[src/rtl/scr1_axi_rd_arb_if.sv]
// AXI4 read address + read data bundle, N request lanes sharing one R return.
interface scr1_axi_rd_arb_if #(
   parameter int N   = 2,
   parameter int AW  = 32,
   parameter int DW  = 32,
   parameter int IDW = 3
);
   logic [N-1:0]     arvalid;
   logic [N-1:0]     arready;
   logic [N*AW-1:0]  araddr;
   logic [N*IDW-1:0] arid;
   logic [N*8-1:0]   arlen;
   logic [N*3-1:0]   arsize;
   logic [N*2-1:0]   arburst;
   logic [N-1:0]     rvalid;
   logic [N-1:0]     rready;
   logic [IDW-1:0]   rid;
   logic [DW-1:0]    rdata;
   logic [1:0]       rresp;
   logic             rlast;

   modport master (
      output arvalid, araddr, arid, arlen, arsize, arburst, rready,
      input  arready, rvalid, rid, rdata, rresp, rlast
   );

   modport slave (
      input  arvalid, araddr, arid, arlen, arsize, arburst, rready,
      output arready, rvalid, rid, rdata, rresp, rlast
   );
endinterface

[src/rtl/scr1_axi_rd_arb.sv]
// 2:1 AXI4 read arbiter (IMEM=M0, DMEM=M1), one transaction in flight.
// SCR1_AXI_RD_ARB_FIXED_PRIO_EN: M1 always wins ties instead of round-robin.
module scr1_axi_rd_arb #(
   parameter int AW  = 32,
   parameter int DW  = 32,
   parameter int IDW = 3
) (
   input  logic              clk,
   input  logic              rst_n,
   scr1_axi_rd_arb_if.slave  m_if,
   scr1_axi_rd_arb_if.master s_if,
   output logic              busy_o,
   output logic              grant_o
);

   typedef enum logic [1:0] {
      IDLE,
      ADDR,
      DATA
   } state_e;

   state_e         state_q, state_d;
   logic           grant_q, grant_d;
   logic [AW-1:0]  addr_q, addr_d;
   logic [7:0]     len_q, len_d;
   logic [2:0]     size_q, size_d;
   logic [1:0]     burst_q, burst_d;
   logic [IDW:0]   id_q, id_d;
   logic           any_req;
   logic           win;

   assign any_req = |m_if.arvalid;

`ifdef SCR1_AXI_RD_ARB_FIXED_PRIO_EN
   assign win = m_if.arvalid[1];
`else
   logic last_q, last_d;

   // On a tie the master that did not own the previous transaction wins
   assign win = (&m_if.arvalid) ? ~last_q : m_if.arvalid[1];
`endif

   always_comb begin
      state_d      = state_q;
      grant_d      = grant_q;
      addr_d       = addr_q;
      len_d        = len_q;
      size_d       = size_q;
      burst_d      = burst_q;
      id_d         = id_q;
`ifndef SCR1_AXI_RD_ARB_FIXED_PRIO_EN
      last_d       = last_q;
`endif
      m_if.arready = '0;
      m_if.rvalid  = '0;
      s_if.arvalid = 1'b0;
      s_if.rready  = 1'b0;
      unique case (state_q)
         IDLE: begin
            if (any_req) begin
               m_if.arready = win ? 2'b10 : 2'b01;
               addr_d  = win ? m_if.araddr[2*AW-1:AW]
                             : m_if.araddr[AW-1:0];
               len_d   = win ? m_if.arlen[15:8]
                             : m_if.arlen[7:0];
               size_d  = win ? m_if.arsize[5:3]
                             : m_if.arsize[2:0];
               burst_d = win ? m_if.arburst[3:2]
                             : m_if.arburst[1:0];
               id_d    = {win, win ? m_if.arid[2*IDW-1:IDW]
                                   : m_if.arid[IDW-1:0]};
               grant_d = win;
               state_d = ADDR;
            end
         end
         ADDR: begin
            s_if.arvalid = 1'b1;
            if (s_if.arready[0]) begin
               state_d = DATA;
            end
         end
         DATA: begin
            m_if.rvalid[grant_q] = s_if.rvalid[0];
            s_if.rready = m_if.rready[grant_q];
            if (s_if.rvalid[0] && s_if.rready[0] && s_if.rlast) begin
`ifndef SCR1_AXI_RD_ARB_FIXED_PRIO_EN
               last_d  = grant_q;
`endif
               state_d = IDLE;
            end
         end
         default: state_d = IDLE;
      endcase
   end

   always_ff @(posedge clk or negedge rst_n) begin
      if (!rst_n) begin
         state_q <= IDLE;
         grant_q <= 1'b0;
         addr_q  <= '0;
         len_q   <= '0;
         size_q  <= '0;
         burst_q <= '0;
         id_q    <= '0;
`ifndef SCR1_AXI_RD_ARB_FIXED_PRIO_EN
         last_q  <= 1'b1;
`endif
      end else begin
         state_q <= state_d;
         grant_q <= grant_d;
         addr_q  <= addr_d;
         len_q   <= len_d;
         size_q  <= size_d;
         burst_q <= burst_d;
         id_q    <= id_d;
`ifndef SCR1_AXI_RD_ARB_FIXED_PRIO_EN
         last_q  <= last_d;
`endif
      end
   end

   assign s_if.araddr  = addr_q;
   assign s_if.arlen   = len_q;
   assign s_if.arsize  = size_q;
   assign s_if.arburst = burst_q;
   assign s_if.arid    = id_q;

   // R payload is broadcast; only rvalid is steered to the owner
   assign m_if.rid   = s_if.rid[IDW-1:0];
   assign m_if.rdata = s_if.rdata;
   assign m_if.rresp = s_if.rresp;
   assign m_if.rlast = s_if.rlast;

   assign busy_o  = (state_q != IDLE);
   assign grant_o = grant_q;

`ifndef SYNTHESIS
   rid_owner_a : assert property (
      @(posedge clk) disable iff (!rst_n)
      (state_q == DATA && s_if.rvalid[0]) |-> (s_if.rid[IDW] == grant_q)
   );
`endif

endmodule

[src/flat_wrapper.sv]
// flat-port wrapper written by rule: the top's interface ports become plain ports
module scr1_axi_rd_arb_flat 
#(
   parameter int AW  = 32,
   parameter int DW  = 32,
   parameter int IDW = 3
)
  (clk, rst_n, busy_o, grant_o, m_if_arvalid, m_if_araddr, m_if_arid, m_if_arlen, m_if_arsize, m_if_arburst, m_if_rready, m_if_arready, m_if_rvalid, m_if_rid, m_if_rdata, m_if_rresp, m_if_rlast, s_if_arvalid, s_if_araddr, s_if_arid, s_if_arlen, s_if_arsize, s_if_arburst, s_if_rready, s_if_arready, s_if_rvalid, s_if_rid, s_if_rdata, s_if_rresp, s_if_rlast);
  scr1_axi_rd_arb_if #(.N(2), .AW(AW), .DW(DW), .IDW(IDW)) m_if_i ();
  scr1_axi_rd_arb_if #(.N(1), .AW(AW), .DW(DW), .IDW(IDW)) s_if_i ();
  input  logic clk;
  input  logic rst_n;
  output logic busy_o;
  output logic grant_o;
  input wire logic [$bits(m_if_i.arvalid)-1:0] m_if_arvalid;
  input wire logic [$bits(m_if_i.araddr)-1:0] m_if_araddr;
  input wire logic [$bits(m_if_i.arid)-1:0] m_if_arid;
  input wire logic [$bits(m_if_i.arlen)-1:0] m_if_arlen;
  input wire logic [$bits(m_if_i.arsize)-1:0] m_if_arsize;
  input wire logic [$bits(m_if_i.arburst)-1:0] m_if_arburst;
  input wire logic [$bits(m_if_i.rready)-1:0] m_if_rready;
  output wire logic [$bits(m_if_i.arready)-1:0] m_if_arready;
  output wire logic [$bits(m_if_i.rvalid)-1:0] m_if_rvalid;
  output wire logic [$bits(m_if_i.rid)-1:0] m_if_rid;
  output wire logic [$bits(m_if_i.rdata)-1:0] m_if_rdata;
  output wire logic [$bits(m_if_i.rresp)-1:0] m_if_rresp;
  output wire logic [$bits(m_if_i.rlast)-1:0] m_if_rlast;
  output wire logic [$bits(s_if_i.arvalid)-1:0] s_if_arvalid;
  output wire logic [$bits(s_if_i.araddr)-1:0] s_if_araddr;
  output wire logic [$bits(s_if_i.arid)-1:0] s_if_arid;
  output wire logic [$bits(s_if_i.arlen)-1:0] s_if_arlen;
  output wire logic [$bits(s_if_i.arsize)-1:0] s_if_arsize;
  output wire logic [$bits(s_if_i.arburst)-1:0] s_if_arburst;
  output wire logic [$bits(s_if_i.rready)-1:0] s_if_rready;
  input wire logic [$bits(s_if_i.arready)-1:0] s_if_arready;
  input wire logic [$bits(s_if_i.rvalid)-1:0] s_if_rvalid;
  input wire logic [$bits(s_if_i.rid)-1:0] s_if_rid;
  input wire logic [$bits(s_if_i.rdata)-1:0] s_if_rdata;
  input wire logic [$bits(s_if_i.rresp)-1:0] s_if_rresp;
  input wire logic [$bits(s_if_i.rlast)-1:0] s_if_rlast;
  assign m_if_i.arvalid = m_if_arvalid;
  assign m_if_i.araddr = m_if_araddr;
  assign m_if_i.arid = m_if_arid;
  assign m_if_i.arlen = m_if_arlen;
  assign m_if_i.arsize = m_if_arsize;
  assign m_if_i.arburst = m_if_arburst;
  assign m_if_i.rready = m_if_rready;
  assign m_if_arready = m_if_i.arready;
  assign m_if_rvalid = m_if_i.rvalid;
  assign m_if_rid = m_if_i.rid;
  assign m_if_rdata = m_if_i.rdata;
  assign m_if_rresp = m_if_i.rresp;
  assign m_if_rlast = m_if_i.rlast;
  assign s_if_arvalid = s_if_i.arvalid;
  assign s_if_araddr = s_if_i.araddr;
  assign s_if_arid = s_if_i.arid;
  assign s_if_arlen = s_if_i.arlen;
  assign s_if_arsize = s_if_i.arsize;
  assign s_if_arburst = s_if_i.arburst;
  assign s_if_rready = s_if_i.rready;
  assign s_if_i.arready = s_if_arready;
  assign s_if_i.rvalid = s_if_rvalid;
  assign s_if_i.rid = s_if_rid;
  assign s_if_i.rdata = s_if_rdata;
  assign s_if_i.rresp = s_if_rresp;
  assign s_if_i.rlast = s_if_rlast;
  scr1_axi_rd_arb #(.AW(AW), .DW(DW), .IDW(IDW)) u_core (.clk(clk), .rst_n(rst_n), .m_if(m_if_i), .s_if(s_if_i), .busy_o(busy_o), .grant_o(grant_o));
endmodule
[config.mk]
export PLATFORM = sky130hd
export DESIGN_NAME = scr1_axi_rd_arb_flat
export DESIGN_NICKNAME = d
export VERILOG_FILES = /design/src/rtl/scr1_axi_rd_arb_if.sv /design/src/rtl/scr1_axi_rd_arb.sv /design/src/flat_wrapper.sv
export SDC_FILE = /design/constraint.sdc
export NUM_CORES = 1
export LEC_CHECK = 0
export BUFFER_PORTS_ARGS = -buffer_cell sky130_fd_sc_hd__buf_4
export CAP_MARGIN = 20
export CORE_AREA = 4 4 90 92
export DETAILED_ROUTE_END_ITERATION = 8
export DIE_AREA = 0 0 94 96
export GPL_TIMING_DRIVEN = 0
export PLACE_DENSITY = 0.79
export SYNTH_ARGS = -nofsm -noshare
export SYNTH_HDL_FRONTEND = slang
export SYNTH_SLANG_ARGS = --single-unit
[constraint.sdc]
create_clock -name clk -period 3.7 [get_ports clk]
set_input_delay 0.74 -clock clk [delete_from_list [all_inputs] [get_ports clk]]
set_output_delay 0.74 -clock clk [all_outputs]
set_load 0.02 [all_outputs]
==> results of run 1 <==
## sequential cells by signal (all words and copies together) (netlist names)
| name | cells |
|---|---|
| u_core.s_if.arburst | 2 |
| u_core.grant_o | 1 |
| u_core.s_if.arsize | 3 |
| u_core.last_q | 1 |
| u_core.s_if.arlen | 8 |
| u_core.s_if.araddr | 32 |
| u_core.id_q | 3 |
| u_core.state_q | 2 |
## cells by family (layout without fill, tap and decap cells)
kind of cell    count (synthesis)  after routing  synth area share (%)
compound gates                 87             87                 20.52
buf+inv                        65            270                 15.54
flops                          52             52                 47.58
mux                             2              2                0.7770
simple gates                   96             96                 15.59
## cell usage in the layout, fill, tap and decap left out
| master | instances |
|---|---|
| a21bo_2 | 1 |
| a21boi_0 | 1 |
| a21o_1 | 1 |
| a21oi_1 | 34 |
| a221o_1 | 14 |
| a31oi_1 | 34 |
| and2_1 | 1 |
| and3_1 | 14 |
| and3_4 | 1 |
| and4b_1 | 1 |
| buf_1 | 2 |
| buf_2 | 7 |
| buf_4 | 236 |
| buf_6 | 4 |
| clkbuf_1 | 13 |
| clkbuf_8 | 5 |
| clkinv_2 | 1 |
| dfrtp_1 | 51 |
| dfstp_2 | 1 |
| inv_1 | 2 |
| mux2_2 | 1 |
| mux2i_1 | 1 |
| nand2_1 | 70 |
| nand2b_1 | 2 |
| nor2_1 | 3 |
| nor2_2 | 1 |
| nor3_1 | 1 |
| nor3b_1 | 1 |
| o21ai_0 | 1 |
| o2bb2ai_1 | 1 |
| or2_1 | 1 |
## report_power, final
| group | total, mW | internal (mW) | switching (mW) | leakage [nW] |
|---|---|---|---|---|
| clock | 0.308 | 0.129 | 0.179 | 0.0410 |
| combinational | 1.83 | 0.812 | 1.02 | 1.65 |
| sequential | 1.03 | 0.861 | 0.172 | 0.598 |
## critical path: cells and delay by family
kind	cells	cell delay [ps]
buffers and inverters	5	650
and+or+nand+nor	2	400
## cell type report
cell class / count / area (um^2)
Inverter: 2 / 7.507
Buffer: 63 / 417.9
Clock buffer: 6 / 72.57
Multi-Input combinational cell: 185 / 1010
Sequential cell: 52 / 1303
Tap cell: 99 / 123.9
Clock inverter: 1 / 5.005
Fill cell: 646 / 2789
Timing Repair Buffer: 198 / 1486
## final timing paths
path | from | endpoint | depth (start not counted)
max in group asynchronous | rst_n | u_core.s_if.araddr[1] | 1
worst min register to register | u_core.s_if.arburst[0] | u_core.s_if.arburst[0] | 1
min in group clk | u_core.s_if.arburst[0] | u_core.s_if.arburst[0] | 1
worst max register to register | u_core.state_q[1] | u_core.s_if.araddr[22] | 5
worst max-delay path | m_if_arvalid[1] | m_if_arready[0] | 7
worst min-delay path | rst_n | u_core.s_if.araddr[6] | 1
## through the flow
| stage | setup slack (ps) | cells | utilization, % | area, um^2 |
|---|---|---|---|---|
| floorplan | 1452 | 302 | - | 2738 |
| global placement | 1150 | 599 | 60.27 | 4348 |
| detailed placement | 1144 | 599 | 60.27 | 4348 |
| CTS | 1145 | 606 | 61.34 | 4425 |
| global route | 1115 | 606 | 61.34 | 4425 |
| finish | 1149 | 606 | 61.34 | 4425 |
## routing by layer
| layer | GRT usage (%) | share of wire, % | vias to the layer above |
|---|---|---|---|
| met2 | 38.08 | 55 | 133 |
| met5 | 0 | 0 | - |
| li1 | - | - | 1428 |
| met4 | 3.129 | 0.37 | 0 |
| met3 | 7.037 | 9.6 | 4 |
| met1 | 22.58 | 35 | 1380 |
## Yosys cell counts
| cell | count |
|---|---|
| nor3_1 | 1 |
| a31oi_1 | 34 |
| nand2b_1 | 2 |
| nor2_2 | 1 |
| mux2_2 | 1 |
| or2_1 | 1 |
| inv_1 | 2 |
| and3_1 | 14 |
| a21bo_2 | 1 |
| buf_6 | 4 |
| a21boi_0 | 1 |
| a21o_1 | 1 |
| clkbuf_1 | 12 |
| dfstp_2 | 1 |
| a221o_1 | 14 |
| mux2i_1 | 1 |
| dfrtp_1 | 51 |
| and3_4 | 1 |
| nor2_1 | 3 |
| and2_1 | 1 |
| nand2_1 | 70 |
| o2bb2ai_1 | 1 |
| nor3b_1 | 1 |
| buf_2 | 7 |
| and4b_1 | 1 |
| buf_1 | 2 |
| a21oi_1 | 34 |
| buf_4 | 38 |
| o21ai_0 | 1 |
==> metrics.yaml, run 1 <==
place:
  portBuffers: 198
  dp_hpwl_um: 7852
  place_congestion: 0.8100
floorplanning:
  start_util_pct: 37.95
  die_h_um: 96
  coreArea_um2: 7214
  fp.dieArea_um2: 9024
  io_pins: 236
  std_cell_rows: 31
  die_w_um: 94
pwr:
  p_leak_nw: 2.289
  power_mw: 3.174
  powerDensity_nw_per_um2: 717.3
  vdd_drop_max_v: 0.0002850
setup_path:
  crit_fanout: 10
  critPathRequiredTime_ps: 2960
  path_class: "in2out"
  reg2reg_slack_ps: 2020
  start_kind: "primary input"
  crit_slowest_cell: "or2_1"
  crit_top_cell: "buf_6"
  worstSetupEndpointType: "primary output"
  cp.arrival_ps: 1810
  cp_cell_sequence: "buf_4 > or2_1 > buf_6 > and3_4 > buf_6 > buf_6 > buf_4"
  cpPeakStageDelay_ps: 230
logic_synthesis:
  synthTopCellsByArea: "dfrtp_1, buf_4, nand2_1"
  syn_inst: 302
  ys_ff_latch: 52
  syn_avg_cell_area_um2: 9.065
  yosysSeqAreaShare_pct: 47.58
  syn_nets: 444
  yosysWarnings: 0
  synth_top_area_cell: "dfrtp_1"
  netlist_area_um2: 2738
  yosys.area.top_type_share_pct: 46.62
  yosysUniqueCellTypes: 29
clock_network:
  ctsHoldBuffers: 0
  clkTransAtPathRegs_ps: 90
  clk_latency_ps: 300
  cts_resized: 0
  cts_root_buffer: "clkbuf_8"
  cts_setup_buffers: 0
  numCtsBuffers: 5
  cts_buffer_depth: 2
  htreeDepth: 2
  clock-sinks: 52
  cts_tree: "yes"
layout:
  n_antenna_cell: 0
  syn_to_final_growth_pct: 61.65
  nNetsFinal: 649
  drive_gt1_share_pct: 50.89
timing:
  relSlewSlack_pct: 55.58
  holdWs_ps: 458.7
  max_freq_mhz: 392.0
  clock_skew_ps: 6.096
  hold_violations: 0
  period_minus_slack_ps: 2551
  report.final.slew_viol_count: 0
  setup-violations-final: 0
  tns_ps: 0
  rsz0062_at_grt: "no"
  tightest_slew_ps: 666.3
  finalCritPeriodShare_pct: 68.95
min_path:
  min_path_type: "in2async"
detailed_routing:
  avgRoutedWirePerCell_um: 15.96
  via_count: 2945
  via_per_inst: 4.860
  drt_iter0_markers: 75
  ant_nets: 0
  routed_wl_um: 9669
  drt_pre_antenna_iters: 4
  drc: 0
grt:
  grtUsageTotal_pct: 20.31
  overflow: 0
  grt_pass1_vias: 3001
  grt_antenna_before_repair: 0
  grt_pass1_wl_um: 14430
  grt_max_degree: 53
flow_run:
  drv_cap: 0
status:
  status: "complete, no violations"
Power figures use the tool's default switching activity.
==> inputs of run 2 (changes only) <==
Settings changed: ABC_AREA from default to 1, CORE_AREA 4 4 90 92 to default, CORE_ASPECT_RATIO from default to 1.5, CORE_MARGIN from default to 4, CORE_UTILIZATION from default to 37, DIE_AREA 0 0 94 96 to default, PLACE_DENSITY 0.79 to 0.78.
Clock period 3.7 ns to 2.1 ns, I/O delays scaled along.
==> metrics.yaml, run 2 <==
logic_synthesis:
  yosysUniqueCellTypes: 21  # -28%
  netlist_area_um2: 3179  # +16%
  yosysSeqAreaShare_pct: 40.97  # -6.6 points
  synthTopCellsByCount: "nand2_1, dfrtp_1, nand3_1, buf_4, inv_1"
  synth_ff_type: "dfrtp_1"
  synth_top_area_cell: "dfrtp_1"
  ys_async_sr_fraction_pct: 100.0  # unchanged
  ys_ff_latch: 52  # unchanged
  synth-edff-count: 0  # unchanged
  syn_avg_cell_area_um2: 7.275  # -20%
  synth.most_common_cell: "nand2_1"
  syn_inst: 437  # +45%
  syn_nets: 579  # +30%
  synthTopCellsByArea: "dfrtp_1, nand2_1, buf_4"
  yosys.area.top_type_share_pct: 40.14  # -6.5 points
  yosysWarnings: 0  # unchanged
detailed_routing:
  via_count: 3490  # +19%
  routed_wl_um: 10470  # +8.3%
  drt_pre_antenna_iters: 5  # +1
  drt_iter0_markers: 98  # +31%
  via_per_inst: 4.660  # -4.1%
  ant_nets: 0  # unchanged
  drc: 0  # unchanged
  avgRoutedWirePerCell_um: 13.98  # -12%
layout:
  largest_reg_flops: 32  # unchanged
  mostFrequentLayoutCell: "buf_4"
  nNetsFinal: 783  # +21%
  final_cell_mix: "buf_4, nand2_1, dfrtp_1"
  drive_gt1_share_pct: 42.52  # -8.4 points
  syn_to_final_growth_pct: 56.75
  n_antenna_cell: 0  # unchanged
grt:
  grt_pass1_wl_um: 16110  # +12%
  overflow: 0  # unchanged
  grt_antenna_before_repair: 0  # unchanged
  grt_pass1_vias: 3487  # +16%
  grtUsageTotal_pct: 19.46  # -0.85 points
  grt_max_degree: 53  # unchanged
place:
  place_congestion: 0.8718  # +7.6%
  place_ws_ps: 296.5  # -847.6 ps
  dp_hpwl_um: 8500  # +8.3%
  portBuffers: 197  # -0.51%
floorplanning:
  io_pins: 236  # unchanged
  coreArea_um2: 8413  # +17%
  die_w_um: 83.69  # -11%
  die_h_um: 121.5  # +27%
  std_cell_rows: 41  # +32%
  fp.dieArea_um2: 10170  # +13%
  start_util_pct: 37.79  # -0.16 points
setup_path:
  crit_fanout: 10  # unchanged
  cp.arrival_ps: 1590  # -220 ps
  critPathRequiredTime_ps: 1680  # -1280 ps
  start_kind: "flop"
  worstSetupEndpointType: "primary output"
  path_class: "reg2out"
timing:
  report.final.slew_viol_count: 0  # unchanged
  finalCritPeriodShare_pct: 95.70
  period_minus_slack_ps: 2010
  worst_slack_ps: 90.21  # -1059 ps
  max_freq_mhz: 497.6
  hold_violations: 0  # unchanged
  setup-violations-final: 0  # unchanged
  clock_skew_ps: 8.657  # +2.562 ps
  tightest_slew_ps: 658.4  # -7.943 ps
  tns_ps: 0  # unchanged
  relSlewSlack_pct: 56.11  # +0.53 points
  holdWs_ps: 154.0  # -304.7 ps
  rsz0062_at_grt: "no"
min_path:
  min_path_type: "in2async"
pwr:
  powerDensity_nw_per_um2: 1234  # +72%
  vdd_drop_max_v: 0.0006014  # +110%
  p_leak_nw: 2.916  # +27%
clock_network:
  numCtsBuffers: 5  # unchanged
  htreeDepth: 2  # unchanged
  cts_root_buffer: "clkbuf_16"
  clock-sinks: 52  # unchanged
  cts_buffer_depth: 2  # unchanged
  clkTransAtPathRegs_ps: 70  # -20 ps
  ctsHoldBuffers: 0  # unchanged
  clk_latency_ps: 290  # about the same
  cts_tree: "yes"
flow_run:
  drv_cap: 0  # unchanged
status:
  status: "complete, no violations"
run 2: cell count changes in the layout (fill, tap and decap cells not counted), sizes merged, moves of 9 or more:
cell,delta
nand2,+115
nand3b,+34
buf,+9
a221o,-14
nand3,+49
and3,-15
a31oi,-34
a21oi,-32
inv,+39
run 2: worst max-delay path, cell delays in order, from the launching register on:
cell	delay (ps)
dfstp_2	540
nand2_2	110
buf_6	170
buf_4	160
a21oi_1	150
buf_4	160
run 2: logic make-up after synthesis:
family / after synthesis / share of synthesized area, %
AO/OA/AOI/OAI: 4 / 0.9052
buffers and inverters: 105 / 18.89
flip-flops: 52 / 40.97
AND/OR/NAND/NOR: 276 / 39.24
run 2: report_power, final:
group          switching, mW  total (mW)  internal [mW]
registers              0.290        1.80           1.51
clock network          0.355       0.983          0.628
logic                   1.96        3.36           1.40
total                   2.61        6.15           3.54
run 2: layout make-up:
type,instances,area (um^2)
Buffer,63,445.4
Tap cell,107,133.9
Timing Repair Buffer,198,1486
Clock buffer,7,152.6
Sequential cell,52,1303
Multi-Input combinational cell,280,1276
Fill cell,807,3430
Inverter,41,156.4
Clock inverter,1,30.03
run 2: layer usage:
| layer | global-route usage [%] | part of all wire, % | vias to the layer above |
|---|---|---|---|
| li1 | - | - | 1713 |
| met5 | 0 | 0 | - |
| met2 | 36.55 | 53 | 181 |
| met4 | 8.149 | 3.3 | 0 |
| met3 | 5.480 | 8.5 | 25 |
| met1 | 20.08 | 35 | 1571 |
run 2: timing repair:
item / 4_1_cts / 5_1_grt
gates resized for setup: 0 / 6
setup buffers: 0 / 1
endpoints found under the setup margin: 0 / 1
run 2: path summary, 6_finish.rpt:
kind	start	to	slack [ps]	cells past startpoint
setup / recovery	u_core.last_q	m_if_arready[0]	90	5
hold / removal	rst_n	u_core.s_if.araddr[3]	150	1
setup reg to reg	u_core.last_q	u_core.s_if.araddr[25]	640	7
hold reg to reg	u_core.last_q	u_core.last_q	480	2
max in group asynchronous	rst_n	u_core.s_if.araddr[25]	1500	1
min in group clk	s_if_arready	u_core.state_q[0]	300	2
run 2: through the flow:
| step | utilization [%] | instance area [um^2] | power [mW] | instances |
|---|---|---|---|---|
| floorplan | - | 3179 | 3.728 | 437 |
| global placement | 56.96 | 4792 | 5.117 | 741 |
| CTS | 59.13 | 4975 | 6.190 | 749 |
| detailed placement | 56.96 | 4792 | 5.186 | 741 |
| global route | 59.24 | 4984 | 6.575 | 749 |
| finish | 59.24 | 4984 | 6.148 | 749 |
==> inputs of run 3 (changes only) <==
Settings changed: PLACE_DENSITY 0.78 to 0.77.
==> metrics.yaml, run 3 (synthesis results as in run 2) <==
floorplanning:
  die_w_um: 83.69  # unchanged
  std_cell_rows: 41  # unchanged
  fp.dieArea_um2: 10170  # unchanged
  io_pins: 236  # unchanged
  start_util_pct: 37.79  # unchanged
  die_h_um: 121.5  # unchanged
  coreArea_um2: 8413  # unchanged
clock_network:
  clock-sinks: 52  # unchanged
  clkTransAtPathRegs_ps: 70  # about the same
  cts_root_buffer: "clkbuf_16"
  cts_buffer_depth: 2  # unchanged
  htreeDepth: 2  # unchanged
  ctsHoldBuffers: 0  # unchanged
  numCtsBuffers: 5  # unchanged
  clk_latency_ps: 290  # about the same
  cts_tree: "yes"
setup_path:
  worstSetupEndpointType: "primary output"
  start_kind: "flop"
  cp.arrival_ps: 1580  # about the same
  crit_slowest_cell: "dfrtp_1"
  crit_fanout: 10  # unchanged
  crit_buf_inv: 4  # +1
  cp_top_family: "buffers and inverters"
  crit_path_start: "u_core.state_q[0]"
  critPathRequiredTime_ps: 1680  # about the same
  cp_cell_sequence: "inv_1 > nand2_2 > nor2_4 > inv_2 > buf_4 > a21oi_2 > buf_4"
  cpPeakStageDelay_ps: 380  # -160 ps
  r2r_start: "u_core.last_q"
  path_class: "reg2out"
  crit_top_cell: "buf_4"
timing:
  tns_ps: 0  # unchanged
  period_minus_slack_ps: 2002  # -7.310 ps
  relSlewSlack_pct: 56.20  # +0.091 points
  finalCritPeriodShare_pct: 95.36  # -0.35 points
  clock_skew_ps: 5.503  # -3.155 ps
  holdWs_ps: 161.9  # +7.865 ps
  hold_violations: 0  # unchanged
  setup-violations-final: 0  # unchanged
  max_freq_mhz: 499.4  # +0.36%
  tightest_slew_ps: 657.0  # -1.362 ps
  worst_slack_ps: 97.52  # +7.310 ps
  report.final.slew_viol_count: 0  # unchanged
place:
  place_congestion: 0.8363  # -4.1%
  portBuffers: 197  # unchanged
  place_ws_ps: 260.3  # -36.20 ps
  place_area_um2: 4792  # unchanged
  dp_hpwl_um: 8767  # +3.1%
  dpl.cell_count: 741  # unchanged
pwr:
  p_leak_nw: 2.908  # -0.27%
  sequentialPowerShare_pct: 30.0  # +0.7 points
  powerDensity_nw_per_um2: 1222  # -0.94%
  vdd_drop_max_v: 0.0006094  # +1.3%
  clkPwrFrac_pct: 14.1  # -1.9 points
  intPower_mw: 3.425  # -3.2%
  combPwrFrac_pct: 55.9  # +1.2 points
  p_sw_share_pct: 43.49  # +1.1 points
  switchingPower_mw: 2.636  # +1.1%
grt:
  grtUsageTotal_pct: 20.56  # +1.1 points
  grt_pass1_wl_um: 16910  # +5.0%
  overflow: 0  # unchanged
  grt_pass1_vias: 3521  # +0.98%
  grt_antenna_before_repair: 0  # unchanged
  grt_max_degree: 53  # unchanged
min_path:
  min_path_type: "in2async"
layout:
  mostFrequentLayoutCell: "buf_4"
  nNetsFinal: 783  # unchanged
  final_cell_mix: "buf_4, nand2_1, dfrtp_1"
  largest_reg_flops: 32  # unchanged
  fin_cells: 749  # unchanged
  syn_to_final_growth_pct: 56.00
  drive_gt1_share_pct: 42.52  # unchanged
  design_area_um2: 4960  # -0.48%
  n_antenna_cell: 0  # unchanged
status:
  status: "complete, no violations"
detailed_routing:
  routed_wl_um: 10910  # +4.2%
  drc: 0  # unchanged
  avgRoutedWirePerCell_um: 14.56  # +4.2%
  ant_nets: 0  # unchanged
  drt_pre_antenna_iters: 4  # -1
  drt_iter0_markers: 136  # +39%
  via_count: 3502  # +0.34%
  via_per_inst: 4.676  # +0.34%
flow_run:
  drv_cap: 0  # unchanged
run 3: cell count changes in the layout (fill, tap and decap cells not counted):
cell       change
inv_2          +1
a21oi_2        +1
buf_4          +1
nand2_2        -1
nand2_4        +1
bufinv_16      -1
a21oi_1        -1
inv_4          -1
buf_6          -1
clkbuf_1       +1
run 3: repair_timing:
item / in CTS / in global routing
pin swaps: 1 / 0
gates resized for setup: 0 / 3
setup buffers: 1 / 0
endpoints found under the setup margin: 1 / 2
run 3: worst reg2reg max path: stages, from the launching register on:
cell     delay (ps)
dfstp_2         560
nand2_4         140
nand2_2         130
buf_4           190
buf_4           190
nand2_1          70
nand3_1          70
nand2_1          60
run 3: layer usage:
layer / wire length [um] / global-route usage (%) / share of wire (%) / vias up
li1: - / - / - / 1711
met1: 3775 / 22.13 / 35 / 1581
met2: 5886 / 38.65 / 54 / 188
met3: 922 / 4.601 / 8.5 / 22
met4: 323 / 8.149 / 3.0 / 0
met5: 0 / 0 / 0 / -
run 3: final cells by class:
type                            count  area [um^2]
Fill cell                         780         3453
Timing Repair Buffer              198         1486
Sequential cell                    52         1303
Multi-Input combinational cell    280         1285
Buffer                             63        441.7
Clock buffer                        8        156.4
Inverter                           41        153.9
Tap cell                          107        133.9
run 3: power by group through the flow:
stage	Combinational (mW)	Sequential, mW	Clock (mW)
2_1_floorplan	1.38	2.35	0
3_3_place_gp	3.35	1.80	0
3_5_place_dp	3.40	1.82	0
4_1_cts	3.43	1.81	0.880
5_1_grt	3.70	1.88	0.913
6_report	3.39	1.82	0.853
run 3: final timing paths:
check	end	slack, ps	cells past startpoint
worst min-delay path	u_core.s_if.araddr[3]	160	1
worst max register to register	u_core.s_if.araddr[26]	590	7
max in group asynchronous	u_core.s_if.araddr[26]	1500	1
min in group clk	u_core.state_q[0]	310	2
worst max-delay path	m_if_arready[0]	100	7
worst min register to register	u_core.s_if.araddr[6]	480	2
run 3: per-stage QoR:
| step | power (mW) | util [%] |
|---|---|---|
| after detailed placement | 5.221 | 56.96 |
| final | 6.061 | 58.95 |
| after global placement | 5.145 | 56.96 |
| after floorplan | 3.728 | - |
| after CTS | 6.118 | 58.85 |
| after global routing | 6.493 | 58.95 |
